===== src/rtl/seq_alu_if.sv =====
// seq_alu_if: operation request/result bundle; master issues ops, slave is the ALU
interface seq_alu_if;
  logic       i_start;
  logic [2:0] i_op;
  logic [7:0] i_a;
  logic [7:0] i_b;
  logic       o_busy;
  logic       o_done;
  logic [7:0] o_result;
  logic [7:0] o_result_hi;
  logic [3:0] o_flags;
  logic       o_fwe;
  modport master (output i_start, i_op, i_a, i_b, input o_busy, o_done, o_result, o_result_hi, o_flags, o_fwe);
  modport slave (input i_start, i_op, i_a, i_b, output o_busy, o_done, o_result, o_result_hi, o_flags, o_fwe);
endinterface


===== src/rtl/seq_alu.sv =====
// seq_alu: 8-bit sequential ALU (ports: i_clk, i_rst_n async low, bus = start/op/a/b in, busy/done/result/result_hi/flags{CF,OF,NF,ZF}/fwe out)
module seq_alu (
  input logic     i_clk,
  input logic     i_rst_n,
  seq_alu_if.slave bus
);
  typedef enum logic [1:0] {IDLE, EXEC, MUL, DONE} state_t;
  state_t      r_state, w_next;
  logic [2:0]  r_op, r_cnt;
  logic [7:0]  r_a, r_b, r_result, r_result_hi;
  logic [3:0]  r_flags, w_flags;
  logic [15:0] r_acc, w_pp, w_acc;
  logic [8:0]  w_res;
  logic        w_of, w_busy, w_done;
  always_comb begin
    w_next = IDLE;
    w_busy = r_state != IDLE;
    w_done = r_state == DONE;
    w_next = r_state == IDLE ? (bus.i_start ? (bus.i_op == 3'b111 ? MUL : EXEC) : IDLE) :
             r_state == EXEC ? DONE :
             r_state == MUL  ? (r_cnt == 3'd7 ? DONE : MUL) : IDLE;
  end
  // bit 8 of w_res is the carry/borrow/shifted-out bit, so CF falls out directly
  always_comb begin
    w_res = r_op == 3'd0 ? {1'b0, r_a} + {1'b0, r_b} :
            r_op == 3'd1 ? {1'b0, r_a} - {1'b0, r_b} :
            r_op == 3'd2 ? {1'b0, r_a & r_b} :
            r_op == 3'd3 ? {1'b0, r_a | r_b} :
            r_op == 3'd4 ? {1'b0, r_a ^ r_b} :
            r_op == 3'd5 ? {r_a, 1'b0} :
            r_op == 3'd6 ? {r_a[0], 1'b0, r_a[7:1]} : 9'h000;
    w_of = r_op == 3'd0 ? (r_a[7] == r_b[7]) && (w_res[7] != r_a[7]) :
           r_op == 3'd1 ? (r_a[7] != r_b[7]) && (w_res[7] != r_a[7]) :
           r_op == 3'd5 ? r_a[7] ^ r_a[6] : 1'b0;
    w_flags = {w_res[8], w_of, w_res[7], w_res[7:0] == 8'h00};
    w_pp = r_b[r_cnt] ? ({8'h00, r_a} << r_cnt) : 16'h0000;
    w_acc = r_acc + w_pp;
  end
  always_ff @(posedge i_clk or negedge i_rst_n) begin
    if (!i_rst_n) begin
      r_state     <= IDLE;
      r_op        <= '0;
      r_a         <= '0;
      r_b         <= '0;
      r_cnt       <= '0;
      r_acc       <= '0;
      r_result    <= '0;
      r_result_hi <= '0;
      r_flags     <= '0;
    end else begin
      r_state <= w_next;
      if (r_state == IDLE && bus.i_start) begin
        r_op  <= bus.i_op;
        r_a   <= bus.i_a;
        r_b   <= bus.i_b;
        r_cnt <= '0;
        r_acc <= '0;
      end
      if (r_state == EXEC) begin
        r_result    <= w_res[7:0];
        r_result_hi <= 8'h00;
        r_flags     <= w_flags;
      end
      if (r_state == MUL) begin
        r_acc <= w_acc;
        r_cnt <= r_cnt + 3'd1;
      end
      if (r_state == MUL && r_cnt == 3'd7) begin
        r_result    <= w_acc[7:0];
        r_result_hi <= w_acc[15:8];
        r_flags     <= {|w_acc[15:8], |w_acc[15:8], w_acc[15], w_acc == 16'h0000};
      end
    end
  end
  assign bus.o_busy      = w_busy;
  assign bus.o_done      = w_done;
  assign bus.o_fwe       = w_done;
  assign bus.o_result    = r_result;
  assign bus.o_result_hi = r_result_hi;
  assign bus.o_flags     = r_flags;
endmodule


===== src/flat_wrapper.sv =====
// flat-port wrapper written by rule: the top's interface ports become plain ports
module seq_alu_flat 
  (i_clk, i_rst_n, bus_i_start, bus_i_op, bus_i_a, bus_i_b, bus_o_busy, bus_o_done, bus_o_result, bus_o_result_hi, bus_o_flags, bus_o_fwe);
  seq_alu_if bus_i ();
  input logic i_clk;
  input logic i_rst_n;
  input wire logic [$bits(bus_i.i_start)-1:0] bus_i_start;
  input wire logic [$bits(bus_i.i_op)-1:0] bus_i_op;
  input wire logic [$bits(bus_i.i_a)-1:0] bus_i_a;
  input wire logic [$bits(bus_i.i_b)-1:0] bus_i_b;
  output wire logic [$bits(bus_i.o_busy)-1:0] bus_o_busy;
  output wire logic [$bits(bus_i.o_done)-1:0] bus_o_done;
  output wire logic [$bits(bus_i.o_result)-1:0] bus_o_result;
  output wire logic [$bits(bus_i.o_result_hi)-1:0] bus_o_result_hi;
  output wire logic [$bits(bus_i.o_flags)-1:0] bus_o_flags;
  output wire logic [$bits(bus_i.o_fwe)-1:0] bus_o_fwe;
  assign bus_i.i_start = bus_i_start;
  assign bus_i.i_op = bus_i_op;
  assign bus_i.i_a = bus_i_a;
  assign bus_i.i_b = bus_i_b;
  assign bus_o_busy = bus_i.o_busy;
  assign bus_o_done = bus_i.o_done;
  assign bus_o_result = bus_i.o_result;
  assign bus_o_result_hi = bus_i.o_result_hi;
  assign bus_o_flags = bus_i.o_flags;
  assign bus_o_fwe = bus_i.o_fwe;
  seq_alu u_core (.i_clk(i_clk), .i_rst_n(i_rst_n), .bus(bus_i));
endmodule

===== config.mk =====
export PLATFORM = sky130hd
export DESIGN_NAME = seq_alu_flat
export DESIGN_NICKNAME = d
export VERILOG_FILES = /design/src/rtl/seq_alu_if.sv /design/src/rtl/seq_alu.sv /design/src/flat_wrapper.sv
export SDC_FILE = /design/constraint.sdc
export NUM_CORES = 1
export LEC_CHECK = 0
export BUFFER_PORTS_ARGS = -buffer_cell sky130_fd_sc_hd__clkbuf_2
export CAP_MARGIN = 25
export CORE_MARGIN = 5
export CORE_UTILIZATION = 45
export CTS_CLUSTER_SIZE = 40
export DETAILED_ROUTE_END_ITERATION = 7
export PLACE_DENSITY_LB_ADDON = 0.2
export SETUP_SLACK_MARGIN = 0.2
export SYNTH_ARGS = -nofsm -noshare
export SYNTH_HDL_FRONTEND = slang
export SYNTH_SLANG_ARGS = --single-unit
export TNS_END_PERCENT = 20

===== constraint.sdc =====
create_clock -name i_clk -period 3.7 [get_ports i_clk]
set_clock_uncertainty 0.05 [all_clocks]
set_input_delay 0.37 -clock i_clk [delete_from_list [all_inputs] [get_ports i_clk]]
set_output_delay 0.37 -clock i_clk [all_outputs]
set_load 0.01 [all_outputs]

# After elaboration in Yosys (flattened, before gate mapping)
# Index checks and enable logic that the tools add are counted.
[word_totals]
ff_bits = 60
latch_bits = 0
ramBits = 0
rom_bits = 0
word_cells = 74
n_memories = 0
[op_classes]
addsub = 4
mul = 0
div_mod_pow = 0
magnitude_cmp = 1
eq_ne = 14
shifts = 1
muxes = 29
bitwise_logic = 4
n_reduce_logical = 12
[ops]
columns = ["cell", "count"]
rows = [
  ["9-bit two-way mux", 7],
  ["16-bit two-way mux", 3],
  ["8-bit two-way mux", 4],
  ["16-bit adder", 1],
  ["16-bit zero test", 1],
  ["8-bit by 3-bit << shifter with 16-bit output", 1],
  ["3-bit equality test (second input constant)", 5],
  ["2-bit two-way mux", 5],
  ["8-bit by 8-bit adder with 9-bit output", 1],
  ["8-bit by 8-bit subtractor with 9-bit output", 1],
  ["8-bit bitwise AND", 1],
  ["8-bit zero test", 1],
  ["4-bit two-way mux", 2],
  ["8-bit OR", 1],
  ["8-bit OR reduction", 1],
  ["8-bit bitwise XOR", 1],
  ["3-bit by 2-bit equality test with 1-bit output (second input constant)", 2],
  ["3-bit two-way mux", 2],
  ["2-bit nonzero test", 3],
  ["1-bit two-way mux", 5],
  ["2-bit equality test (second input constant)", 2],
  ["1-bit logical AND", 4],
  ["3-bit by 4-bit less-than comparator with 1-bit output (second input constant)", 1],
  ["3-bit by 1-bit adder with 3-bit output (second input constant)", 1],
  ["other kinds (8)", 9],
]

# Longest topological paths before layout
# Gate-level depths: netlist of run 1.
[logic_depth]
word_depth = 14
ltp_mapped = 16
depth_no_buf = 14

# Least setup slack after synthesis of run 1
# Ideal clock, no wire load.
[synth_path]
kind = "register to register"
from = "register u_core.r_cnt[0]"
to = "register u_core.r_flags[2] (netlist: u_core.bus.o_flags[2])"
setup_ns = 0.137
arrival_ns = 3.423
t_required_ns = 3.513
slack_ns = 0.090
stages_incl_launch_ff = 15
n_path_buf = 2
synth_period_minus_slack_ns = 3.610
path_cell_list = "dfrtp_1 -> buf_2 -> mux4_2 -> nand2_1 -> and2_1 -> clkbuf_1 -> nor2_1 -> ha_1 -> o21a_1 -> o21a_1 -> o21ai_0 -> mux2_2 -> nor4b_2 -> and2_1 -> a21oi_1"
[synth_via]
elab_chain_len = 6
elab_cells_between_ends = 10
classes_between = "1 x add/sub; 1 x eq/ne; 1 x shift; 4 x mux; 3 x reduce/logical"
[synth_lines]
columns = ["element", "line_no", "source"]
rows = [
  ["start, declared", "seq_alu.sv:9", "logic [2:0] r_op, r_cnt;"],
  ["start signal, assigned", "seq_alu.sv:66", "r_cnt <= r_cnt + 3'd1;"],
  ["1-bit binary-select mux with 3-bit select", "seq_alu.sv:36", "w_pp = r_b[r_cnt] ? ({8'h00, r_a} << r_cnt) : 16'h0000;"],
  ["1-bit two-way mux (implied by the code)", "seq_alu.sv:36", ""],
  ["16-bit two-way mux", "seq_alu.sv:36", ""],
  ["16-bit adder", "seq_alu.sv:37", "w_acc = r_acc + w_pp;"],
  ["8-bit OR reduction", "seq_alu.sv:71", "r_flags <= {|w_acc[15:8], |w_acc[15:8], w_acc[15], w_acc == 16'h0000};"],
  ["4-bit two-way mux", "seq_alu.sv:68", "if (r_state == MUL && r_cnt == 3'd7) begin"],
  ["end signal, assigned", "seq_alu.sv:62", "r_flags <= w_flags;"],
  ["end signal, assigned", "seq_alu.sv:71", ""],
  ["end, declared", "seq_alu.sv:11", "logic [3:0] r_flags, w_flags;"],
]
# Parallel ways exist; a longest one is shown, timed or not. The select of a mux whose other input is x is not followed.
# A chain may end at the register's enable or synchronous reset.

# Worst setup path in the final report of run 1
[layout_path]
from = "register u_core.r_cnt[0]"
to = "register u_core.r_flags[0] (netlist: u_core.bus.o_flags[0])"
[layout_via]
elab_chain_len = 6
elab_cells_between_ends = 10
classes_between = "1 x add/sub; 1 x eq/ne; 1 x shift; 4 x mux; 3 x reduce/logical"
[layout_lines]
columns = ["element", "line_no"]
rows = [
  ["1-bit binary-select mux with 3-bit select", "seq_alu.sv:36"],
  ["1-bit two-way mux (implied by the code)", "seq_alu.sv:36"],
  ["16-bit two-way mux", "seq_alu.sv:36"],
  ["16-bit adder", "seq_alu.sv:37"],
  ["16-bit zero test", "seq_alu.sv:71"],
  ["4-bit two-way mux", "seq_alu.sv:68"],
]
# Parallel ways exist; a longest one is shown, timed or not. The select of a mux whose other input is x is not followed.

==> metrics.md, run 1 <==
| Metric | Value |
|---|---|
| Via density per instance | 5.82 |
| Total global-route track usage | 0.234 |
| Post-synth top area cell | dfrtp_1 |
| Count of different cell masters after synthesis | 69 |
| CTS root buf | clkbuf_16 |
| Switching portion of total power | 0.488 |
| Post-route ant nets | 0 |
| First-pass GRT wire length | 24400 um |
| Kind of critical path | reg -> reg |
| Startpoint Class | register |
| M1 WL | between 7000 and 8000 um |
| DRT Wirelength | approximately 15000 um |
| WP data required | 3920 ps |
| Arr. time, crit path | 3610 ps |
| Hold Slack | 107 ps |
| Top cells by area, synth | dfrtp_1 (29%), ha_1 (11%), mux2_2 (5.3%) |
| Sink Count | 60 |
| Fillers | 1035 |
| Clock Power Share | 0.144 |
| Avg Synthesized Cell Area | 8.45 sq um |
| Net Sw Power | about 0.0031 W |
| Die width | 117 um |
| Initial DRT Pass Iterations | 6 |
| Final Max Slew Viols | 0 |
| Fmax | slightly below 300 MHz |
| Top Layer Used | met4 |
| Die area | 0.0136 sq mm |
| Routability Congestion | roughly 0.9 |
| Port bufs | 44 |
| Register bit total from synthesis | 60 |
| Hold Path Class | in -> async |
| Total nets after synthesis | between 600 and 700 |
| Die height | ~120 um |
| Routed wire length per instance | 18.7 um |
| Share of post-route cells with drive strength above 1 | 0.249 |
| CTS tree | done |
| Vias in the first global route | between 4000 and 5000 |
| Crit path top cell by count | and2_4 |
| # setup viols final | 0 |
| Nets | 728 |
| Worst setup EP type | register |
| Max-cap check violation count | 0 |
| FP Rows | 39 |
| Layout area overhead | 19.9% |
| CP Max Fanout | 6 |
| Tcrit/Tclk final | 0.918 |
| Leakage | 2.83 nW |
| Setup TNS | 0 ps |
| Seq/Total Area, Yosys | 0.294 |
| Clk slew on worst S/H paths | 60 ps |
| Total chip power | approximately 0.0063 W |
| Slew @ Worst Pin | 912 ps |
| Synth top area share | 0.294 |
| RSZ-0062 raised after global routing | yes |
| DR iter-0 viols | 454 |
| WL met2 | 6780 um |
| Post-layout minimum cycle time | 3400 ps |
| Placeable Area | 0.0113 sq mm |
| Slew headroom | 0.392 |
| CTS buffer count | 9 |
| EDFF count, synth | 0 |
| Synth Cell Area | 0.00511 sq mm |
| Global route overflow | 0 |
| Status | finished clean |
| PD cells | 1040 mW/mm^2 |
| DP HPWL | between 10000 and 15000 um |
| H-tree depth | 3 |
| Mapped Cells | 604 |
| Initial antenna violation count | 0 |
| Internal Power | 0.00325 W |
| Metal3 WL | 750 um |
| Crit path max-delay family | simple AND/OR/NAND/NOR gates |
| I/O pin count | 45 |
| Critical-path cell list | mux4_2 > nand2_4 > and2_4 > buf_4 > a211oi_1 > ha_1 > and2_4 > nand2_1 > a21boi_2 > o31a_1 > o2111ai_2 > or4_4 > o21ai_2 |
| FFs w/ async S/R, synth | 1.00 |
| Syn. warnings | 0 |
| Deepest clock path buffer count | 2 |
| N_diodes | 0 |
| Worst VDD drop | 0.000482 V |
| Final hold violations | 0 |
| Worst-skew pair later-pin latency | between 300 and 400 ps |
| Vias | 4692 |
| Critical path buffer and inverter count | 1 |
| Comb pwr share | 0.673 |
| Max incr delay on CP | 550 ps |
| Reg power frac | 0.182 |
| CP max stage cell | mux4_2 |
| Starting density of the core | 0.453 |
| Detailed-route DRC error count | 0 |
| Post-synth top cells | dfrtp_1 (60), nand2_1 (59), o21ai_0 (48) |
| Largest net degree at the start of global routing | 36 |
| Most used DFF post-synth | dfrtp_1 |
| Most frequent cell after synthesis | dfrtp_1 |
## sequential cells by signal (all words and copies together), names as in the netlist
name / flops
u_core.bus.o_result: 8
u_core.r_cnt: 3
u_core.r_a: 8
u_core.r_acc: 16
u_core.bus.o_result_hi: 8
u_core.r_state: 2
u_core.r_op: 3
u_core.bus.o_flags: 4
u_core.r_b: 8
## final timing paths
path,startpoint,end,slack [ps],cells past startpoint
min,i_rst_n,u_core.bus.o_result_hi[3]$_DFFE_PN0P_,110,1
min in group i_clk,bus_i_a[5],u_core.r_a[5]$_DFFE_PN0P_,220,2
min reg2reg,u_core.bus.o_result_hi[5]$_DFFE_PN0P_,u_core.bus.o_result_hi[5]$_DFFE_PN0P_,460,2
max in group asynchronous,i_rst_n,u_core.r_cnt[0]$_DFFE_PN0P_,2570,2
max reg2reg,u_core.r_cnt[0]$_DFFE_PN0P_,u_core.bus.o_flags[0]$_DFFE_PN0P_,300,13
max,u_core.r_cnt[0]$_DFFE_PN0P_,u_core.bus.o_flags[0]$_DFFE_PN0P_,300,13
## routing by layer
layer,GRT usage,vias to the layer above
met3,0.0409,24
met4,0.0688,0
met2,0.356,136
met5,0,-
met1,0.340,2245
li1,-,2287
## power by group through the flow
stage | Combinational, W | Sequential, W | Clock [W]
final | 0.00427 | 0.00116 | 0.000915
after global routing | 0.00471 | 0.00119 | 0.000964
after CTS | 0.00398 | 0.00115 | 0.000934
after detailed placement | 0.00391 | 0.00116 | 0
after global placement | 0.00386 | 0.00115 | 0
after floorplan | 0.00277 | 0.00110 | 0
## kinds of logic (layout without fill, tap and decap cells)
| kind of cell | after synthesis | count (layout) | share of synthesized area |
|---|---|---|---|
| flops | 60 | 60 | 0.294 |
| buf+inv | 74 | 133 | 0.0598 |
| simple gates | 195 | 195 | 0.187 |
| mux | 42 | 42 | 0.0931 |
| xor+xnor | 12 | 12 | 0.0206 |
| fa+ha+maj | 48 | 48 | 0.122 |
| compound gates | 173 | 173 | 0.223 |
## cell usage in the layout (no fill, tap or decap), types with 4 or more instances in the layout
master     count
a21oi_1       40
nor2b_1        6
nor3_1        13
inv_1         35
xnor2_1        8
nand2_1       58
buf_4         35
nand3_1       26
o211ai_1      11
o211a_1        4
a31oi_1        7
o2bb2ai_1      5
and2_1         5
clkbuf_16      9
a211oi_1       6
a21o_1         5
dfrtp_1       58
o21a_1         5
clkbuf_2      44
nand2b_1       6
nor2_1        44
mux2_2        24
and3_1         6
mux2i_1       16
o21ai_0       44
ha_1          41
## metrics by stage
step	cell area, sq um	util	worst slack [ps]	std cells
finish	6120	0.543	305	806
global route	6120	0.543	132	806
CTS	5940	0.527	234	801
detailed placement	5560	0.493	120	783
global placement	5560	0.493	198	783
floorplan	5110	-	219	604
## timing repair
item | CTS | global route
gates resized for setup | 11 | 33
setup endpoints to repair | 3 | 12
pin swaps | 2 | 18
buffers inserted | 2 | 5
hold buffers | 0 | 0
## layout make-up
cell class	count	area [sq um]	area share
multi-input cells	470	3480	0.568
flip-flops and latches	60	1500	0.246
repair buffers	80	494	0.0807
clock buffers	9	225	0.0368
well taps	143	179	0.0292
inverters	37	143	0.0233
clock inverters	7	100	0.0164
No activity file was read; power rests on OpenSTA's default activity.
==> run 2, diff against run 1 <==
- PLACE_DENSITY: unset -> 0.65
- PLACE_DENSITY_LB_ADDON: 0.2 -> unset
==> run 2 against run 1 <==
Against the previous run:
- clock-buffer cell count up 2
- core utilization grew 1.1 points
- wire length increased by 4.5%
- flip-flop and latch count did not move
- first-iteration DRC count is 11% higher
- final cell count is 1.2% higher
==> metrics.md, run 2 (synthesis gave the netlist of run 1 again) <==
| Metric | Value |
|---|---|
| Status | finished clean |
| Worst setup EP type | register |
| Starting density of the core | 0.453 (unchanged) |
| DP Area | 0.00558 sq mm (+0.36%) |
| DP HPWL | 11700 um (+2.8%) |
| Sink Count | 60 (unchanged) |
| First-pass GRT wire length | 25000 um (+2.3%) |
| FP Rows | 39 (unchanged) |
| Initial DRT Pass Iterations | 6 (unchanged) |
| Slew headroom | 0.555 (+0.164) |
| Post-route ant nets | 0 (unchanged) |
| FF/Latch Area | 0.00150 sq mm (about the same) |
| WP data required | 3850 ps (-70 ps) |
| Routed wire length per instance | 19.3 um (+3.2%) |
| Leakage | 2.91 nW (+2.8%) |
| # setup viols final | 0 (unchanged) |
| Critical-path cell list | buf_6 > o21ai_0 > nor2_1 > a21oi_1 > a21oi_1 > nor2_1 > ha_2 > o21a_1 > o21a_1 > o21ai_1 > mux2_2 > nor4b_4 > and2_1 > a21oi_1 |
| Max incr delay on CP | 420 ps (-130 ps) |
| Startpoint Class | register |
| Nets | 739 (+1.5%) |
| Crit path max-delay family | compound AO/OA/AOI/OAI gates |
| Hold Slack | 214 ps (+108 ps) |
| Setup TNS | 0 ps (unchanged) |
| Vias in the first global route | 4709 (+2.7%) |
| Clk slew on worst S/H paths | 50 ps (about the same) |
| Util after Layout | 0.554 (+0.0108) |
| N_diodes | 0 (unchanged) |
| Slew @ Worst Pin | 666 ps (-246 ps) |
| Detailed-route DRC error count | 0 (unchanged) |
| Commonest non-fill, non-tap cells in the layout | dfrtp_1 (59), nand2_1 (57), o21ai_0 (46) |
| Global route overflow | 0 (unchanged) |
| Worst VDD drop | 0.000502 V (+4.1%) |
| Post-layout minimum cycle time | 3420 ps (+23.1 ps) |
| Via density per instance | 5.98 (+2.7%) |
| Comb pwr share | 0.672 (about the same) |
| Multi-input logic area | 0.00347 sq mm (about the same) |
| Vias | 4879 (+4.0%) |
| CP Max Fanout | 18 (+12) |
| Clock Power Share | 0.146 (+0.002) |
| Fillers | 993 (-4.1%) |
| CTS root buf | clkbuf_16 |
| Share of post-route cells with drive strength above 1 | 0.253 (+0.00373) |
| Die area | 0.0136 sq mm (unchanged) |
| Most common cell after layout, fill and taps aside | dfrtp_1 |
| Total global-route track usage | 0.241 (+0.00704) |
| DR iter-0 viols | 504 (+11%) |
| Initial antenna violation count | 1 (+1) |
| DRT Wirelength | 15700 um (+4.5%) |
| Arr. time, crit path | 3570 ps (-40 ps) |
| Final Max Slew Viols | 0 (unchanged) |
| Die width | 117 um (unchanged) |
| Crit path top cell by count | a21oi_1 |
| Critical path buffer and inverter count | 1 (unchanged) |
| Post-route cell area | 0.00624 sq mm (+2.0%) |
| Layout area overhead | 22.2% |
| H-tree depth | 3 (unchanged) |
| CP max stage cell | dfrtp_1 |
| Switching portion of total power | 0.487 (-0.00145) |
| Worst-skew pair later-pin latency | 340 ps (about the same) |
| Largest net degree at the start of global routing | 27 (-25%) |
| Final hold violations | 0 (unchanged) |
| Max-cap check violation count | 0 (unchanged) |
| Largest Register | u_core.r_acc |
| Hold Path Class | in -> reg |
| Tcrit/Tclk final | 0.924 (+0.00625) |
| RSZ-0062 raised after global routing | yes |
| Largest register FFs | 16 (unchanged) |
| PD cells | 1030 mW/mm^2 (-0.87%) |
| CTS tree | done |
| I/O pin count | 45 (unchanged) |
| Die height | 117 um (unchanged) |
| CTS buffer count | 9 (unchanged) |
| Internal Power | 0.00329 W (+1.4%) |
| Kind of critical path | reg -> reg |
| Fmax | 293 MHz (-0.68%) |
| Port bufs | 44 (unchanged) |
| Deepest clock path buffer count | 2 (unchanged) |
| Net Sw Power | 0.00312 W (+0.80%) |
| Placeable Area | 0.0113 sq mm (unchanged) |
| Reg power frac | 0.182 (about the same) |
| Routability Congestion | 0.973 (+7.4%) |
run 2: per-layer routing:
metal  GRT usage  routed length [um]  up-vias
li1            -                   -     2306
met1       0.342                7160     2354
met2       0.359                7010      175
met3      0.0492                1070       42
met4      0.0944                 481        2
met5           0                  13        -
run 2: path summary, 6_finish.rpt:
kind,slack (ps),start,cells past startpoint,end
max in group asynchronous,2390,i_rst_n,4,u_core.r_a[3]$_DFFE_PN0P_
hold / removal,210,bus_i_a[4],2,u_core.r_a[4]$_DFFE_PN0P_
hold reg to reg,450,u_core.bus.o_result_hi[7]$_DFFE_PN0P_,2,u_core.bus.o_result_hi[7]$_DFFE_PN0P_
min in group asynchronous,510,i_rst_n,2,u_core.r_acc[15]$_DFFE_PN0P_
setup / recovery,280,u_core.r_cnt[0]$_DFFE_PN0P_,14,u_core.bus.o_flags[2]$_DFFE_PN0P_
setup reg to reg,280,u_core.r_cnt[0]$_DFFE_PN0P_,14,u_core.bus.o_flags[2]$_DFFE_PN0P_
run 2: power groups by stage:
stage               combinational, W  clock, W  sequential [W]
floorplan                    0.00277         0         0.00110
finish                       0.00431  0.000936         0.00117
CTS                          0.00396  0.000945         0.00116
detailed placement           0.00390         0         0.00117
global placement             0.00383         0         0.00116
global route                 0.00471  0.000972         0.00120
run 2: final cells by class:
class | instances | share of cell area
Clock buffer | 11 | 0.0405
Clock inverter | 4 | 0.0116
Inverter | 37 | 0.0222
Multi-Input combinational cell | 470 | 0.556
Sequential cell | 60 | 0.241
Tap cell | 143 | 0.0287
Timing Repair Buffer | 91 | 0.0998
run 2: per-stage QoR:
| step | power, W | cells | setup slack (ps) |
|---|---|---|---|
| after floorplan | 0.00387 | 604 | 219 |
| after global placement | 0.00498 | 782 | 139 |
| after detailed placement | 0.00507 | 783 | 102 |
| after CTS | 0.00607 | 801 | 213 |
| after global routing | 0.00687 | 816 | 128 |
| final | 0.00642 | 816 | 282 |
run 2: worst reg2reg max path: cells and delay by family (launching register included):
family          cells  cell delay (ps)
mux                 1              390
compound gates      7             1150
fa+ha+maj           1              350
flops               1              420
simple gates        4              750
buf+inv             1              180
run 2: timing repair:
| action | in CTS | in global routing |
|---|---|---|
| pin swaps | 2 | 22 |
| setup buffers | 2 | 14 |
| endpoints found under the hold margin | 18 | 0 |
| gates cloned | 0 | 0 |
| endpoints found under the setup margin | 3 | 10 |
| hold buffers | 1 | 0 |
| gates resized for setup | 7 | 33 |
==> run 3, diff against run 2 <==
- CORE_MARGIN: 5 -> 4
- CORE_UTILIZATION: 45 -> 54
- CTS_CLUSTER_DIAMETER: unset -> 150
- PLACE_DENSITY: 0.65 -> 0.76
==> run 3 against run 2 <==
Against the previous run:
- sequential power grew 4%
- global-route usage grew 3.5 points
- clock-buffer cell count shrank 1
- core utilization grew 9.1 points
- fmax shrank 1.3%
- worst setup slack lost 44 ps
- non-clock buffer count shrank 12
- combinational power shrank 2%
- final cell count shrank 3.1%
- via count grew 0.64%
- worst hold slack lost 110 ps
- largest power group unchanged
==> metrics.md, run 3 (synthesis gave the netlist of run 1 again) <==
| Metric | Value |
|---|---|
| Port bufs | 44 (unchanged) |
| Startpoint Class | register |
| Post-route ant nets | 0 (unchanged) |
| DP HPWL | 11000 um (-5.6%) |
| Final hold violations | 0 (unchanged) |
| Net Sw Power | 0.00308 W (-1.3%) |
| CP Max Fanout | 7 (-11) |
| Layout area overhead | 16.7% |
| Nets | 727 (-1.6%) |
| CTS tree | done |
| Die area | 0.0111 sq mm (-18%) |
| Slew headroom | 0.442 (-0.114) |
| Routability Congestion | 0.992 (+2.0%) |
| N_diodes | 0 (unchanged) |
| Fmax | 289 MHz (-1.3%) |
| Initial antenna violation count | 0 (-1) |
| Hold Slack | 105 ps (-109 ps) |
| Commonest non-fill, non-tap cells in the layout | nand2_1 (56), dfrtp_1 (56), nor2_1 (44), ha_1 (44), clkbuf_2 (44) |
| Placeable Area | 0.00924 sq mm (-18%) |
| Reg power frac | 0.202 (+0.020) |
| Arr. time, crit path | 3700 ps (+130 ps) |
| Largest net degree at the start of global routing | 61 (+130%) |
| Total global-route track usage | 0.275 (+0.0346) |
| First-pass GRT wire length | 24200 um (-3.1%) |
| FF/Latch Area | 0.00151 sq mm (+0.25%) |
| FP Rows | 35 (-10%) |
| Post-layout minimum cycle time | 3460 ps (+44.3 ps) |
| Status | finished clean |
| # setup viols final | 0 (unchanged) |
| Deepest clock path buffer count | 2 (unchanged) |
| Sink Count | 60 (unchanged) |
| Final Max Slew Viols | 0 (unchanged) |
| Routed wire length per instance | 19.2 um (-0.51%) |
| WP data required | 3930 ps (+80 ps) |
| Global route overflow | 0 (unchanged) |
| Tcrit/Tclk final | 0.936 (+0.0120) |
| DR iter-0 viols | 364 (-28%) |
| Max incr delay on CP | 580 ps (+160 ps) |
| CP max stage cell | mux4_2 |
| Hold Path Class | in -> async |
| Worst-skew pair later-pin latency | 350 ps (about the same) |
| Die height | 105 um (-9.7%) |
| Via density per instance | 6.21 (+3.8%) |
| Slew @ Worst Pin | 835 ps (+169 ps) |
| I/O pin count | 45 (unchanged) |
| Comb pwr share | 0.695 (+0.023) |
| Largest register FFs | 16 (unchanged) |
| Share of post-route cells with drive strength above 1 | 0.248 (-0.00487) |
| Leakage | 2.76 nW (-5.0%) |
| Clock Power Share | 0.103 (-0.043) |
| Fillers | 772 (-22%) |
| Worst setup EP type | register |
| Worst VDD drop | 0.000614 V (+22%) |
| PD cells | 1020 mW/mm^2 (-1.2%) |
| Vias in the first global route | 4598 (-2.4%) |
| Kind of critical path | reg -> reg |
| Worst Setup SP | u_core.r_cnt[0]$_DFFE_PN0P_ |
| Multi-input logic area | 0.00346 sq mm (-0.50%) |
| Critical path buffer and inverter count | 0 (-1) |
| H-tree depth | 3 (unchanged) |
| Critical-path cell list | mux4_2 > nand2_4 > and2_4 > nor2_1 > ha_1 > o211ai_1 > o21a_1 > o211ai_1 > o211ai_1 > xnor2_2 > or4_1 > o21ai_1 |
| FF-to-FF Start | u_core.r_cnt[0]$_DFFE_PN0P_ |
| Vias | 4910 (+0.64%) |
| RSZ-0062 raised after global routing | yes |
| Switching portion of total power | 0.510 (+0.0227) |
| CTS root buf | clkbuf_8 |
| Clk slew on worst S/H paths | 80 ps (+30 ps) |
| Post-CTS Hold Fix Bufs | 0 (-1) |
| Initial DRT Pass Iterations | 5 (-1) |
| Detailed-route DRC error count | 0 (unchanged) |
| Internal Power | 0.00297 W (-9.9%) |
| CTS buffer count | 9 (unchanged) |
| Setup TNS | 0 ps (unchanged) |
| Crit path top cell by count | o211ai_1 |
| DRT Wirelength | 15200 um (-3.6%) |
| Largest Register | u_core.r_acc |
| Crit path max-delay family | compound AO/OA/AOI/OAI gates |
| Max-cap check violation count | 0 (unchanged) |
| Die width | 105 um (-9.7%) |
| Starting density of the core | 0.553 (+0.0996) |
## run 3: final cells by class
| cell class | count | area share |
|---|---|---|
| clock buffers | 10 | 0.0231 |
| clock inverters | 6 | 0.0107 |
| inverters | 37 | 0.0233 |
| multi-input cells | 470 | 0.580 |
| flip-flops and latches | 60 | 0.253 |
| well taps | 129 | 0.0271 |
| repair buffers | 79 | 0.0829 |
## run 3: power groups by stage
stage	combinational (W)	sequential (W)	clock, W
2_1_floorplan	0.00277	0.00110	0
3_3_place_gp	0.00368	0.00119	0
3_5_place_dp	0.00377	0.00121	0
4_1_cts	0.00390	0.00120	0.000627
5_1_grt	0.00458	0.00125	0.000652
6_report	0.00421	0.00122	0.000623
## run 3: worst paths after layout
path / endpoint / slack, ps / cells past startpoint
worst min register to register: u_core.bus.o_result_hi[2]$_DFFE_PN0P_ / 470 / 2
worst max register to register: u_core.bus.o_flags[0]$_DFFE_PN0P_ / 240 / 12
max in group asynchronous: u_core.r_cnt[0]$_DFFE_PN0P_ / 2910 / 2
worst min-delay path: u_core.bus.o_result_hi[0]$_DFFE_PN0P_ / 110 / 2
worst max-delay path: u_core.bus.o_flags[0]$_DFFE_PN0P_ / 240 / 12
min in group i_clk: u_core.r_b[7]$_DFFE_PN0P_ / 200 / 2
## run 3: worst reg2reg max path, cell delays in order (launching register included)
cell and delay [ps]:
dfrtp_2 420, mux4_2 580, nand2_4 100, and2_4 180, nor2_1 60, ha_1 340, o211ai_1 150, o21a_1 260
o211ai_1 240, o211ai_1 180, xnor2_2 220, or4_1 500, o21ai_1 130
## run 3: repair_timing
item,CTS,global route
endpoints found under the setup margin,6,8
setup buffers,7,7
pin swaps,3,14
resized for setup,13,32
## run 3: routing by layer
metal / vias up / track usage / share of wire
met5: - / 0 / 0
met4: 0 / 0.0825 / 0.021
met3: 32 / 0.0502 / 0.077
met2: 226 / 0.438 / 0.47
met1: 2364 / 0.383 / 0.43
li1: 2288 / - / -
## run 3: metrics by stage
step	total power [W]	worst slack [ps]	utilization	cell area [sq um]	cells
after floorplan	0.00387	219	-	5110	604
after global placement	0.00487	175	0.593	5480	761
after detailed placement	0.00498	9.08	0.593	5480	761
after CTS	0.00572	205	0.626	5790	784
after global routing	0.00647	80.0	0.645	5960	791
final	0.00605	237	0.645	5960	791
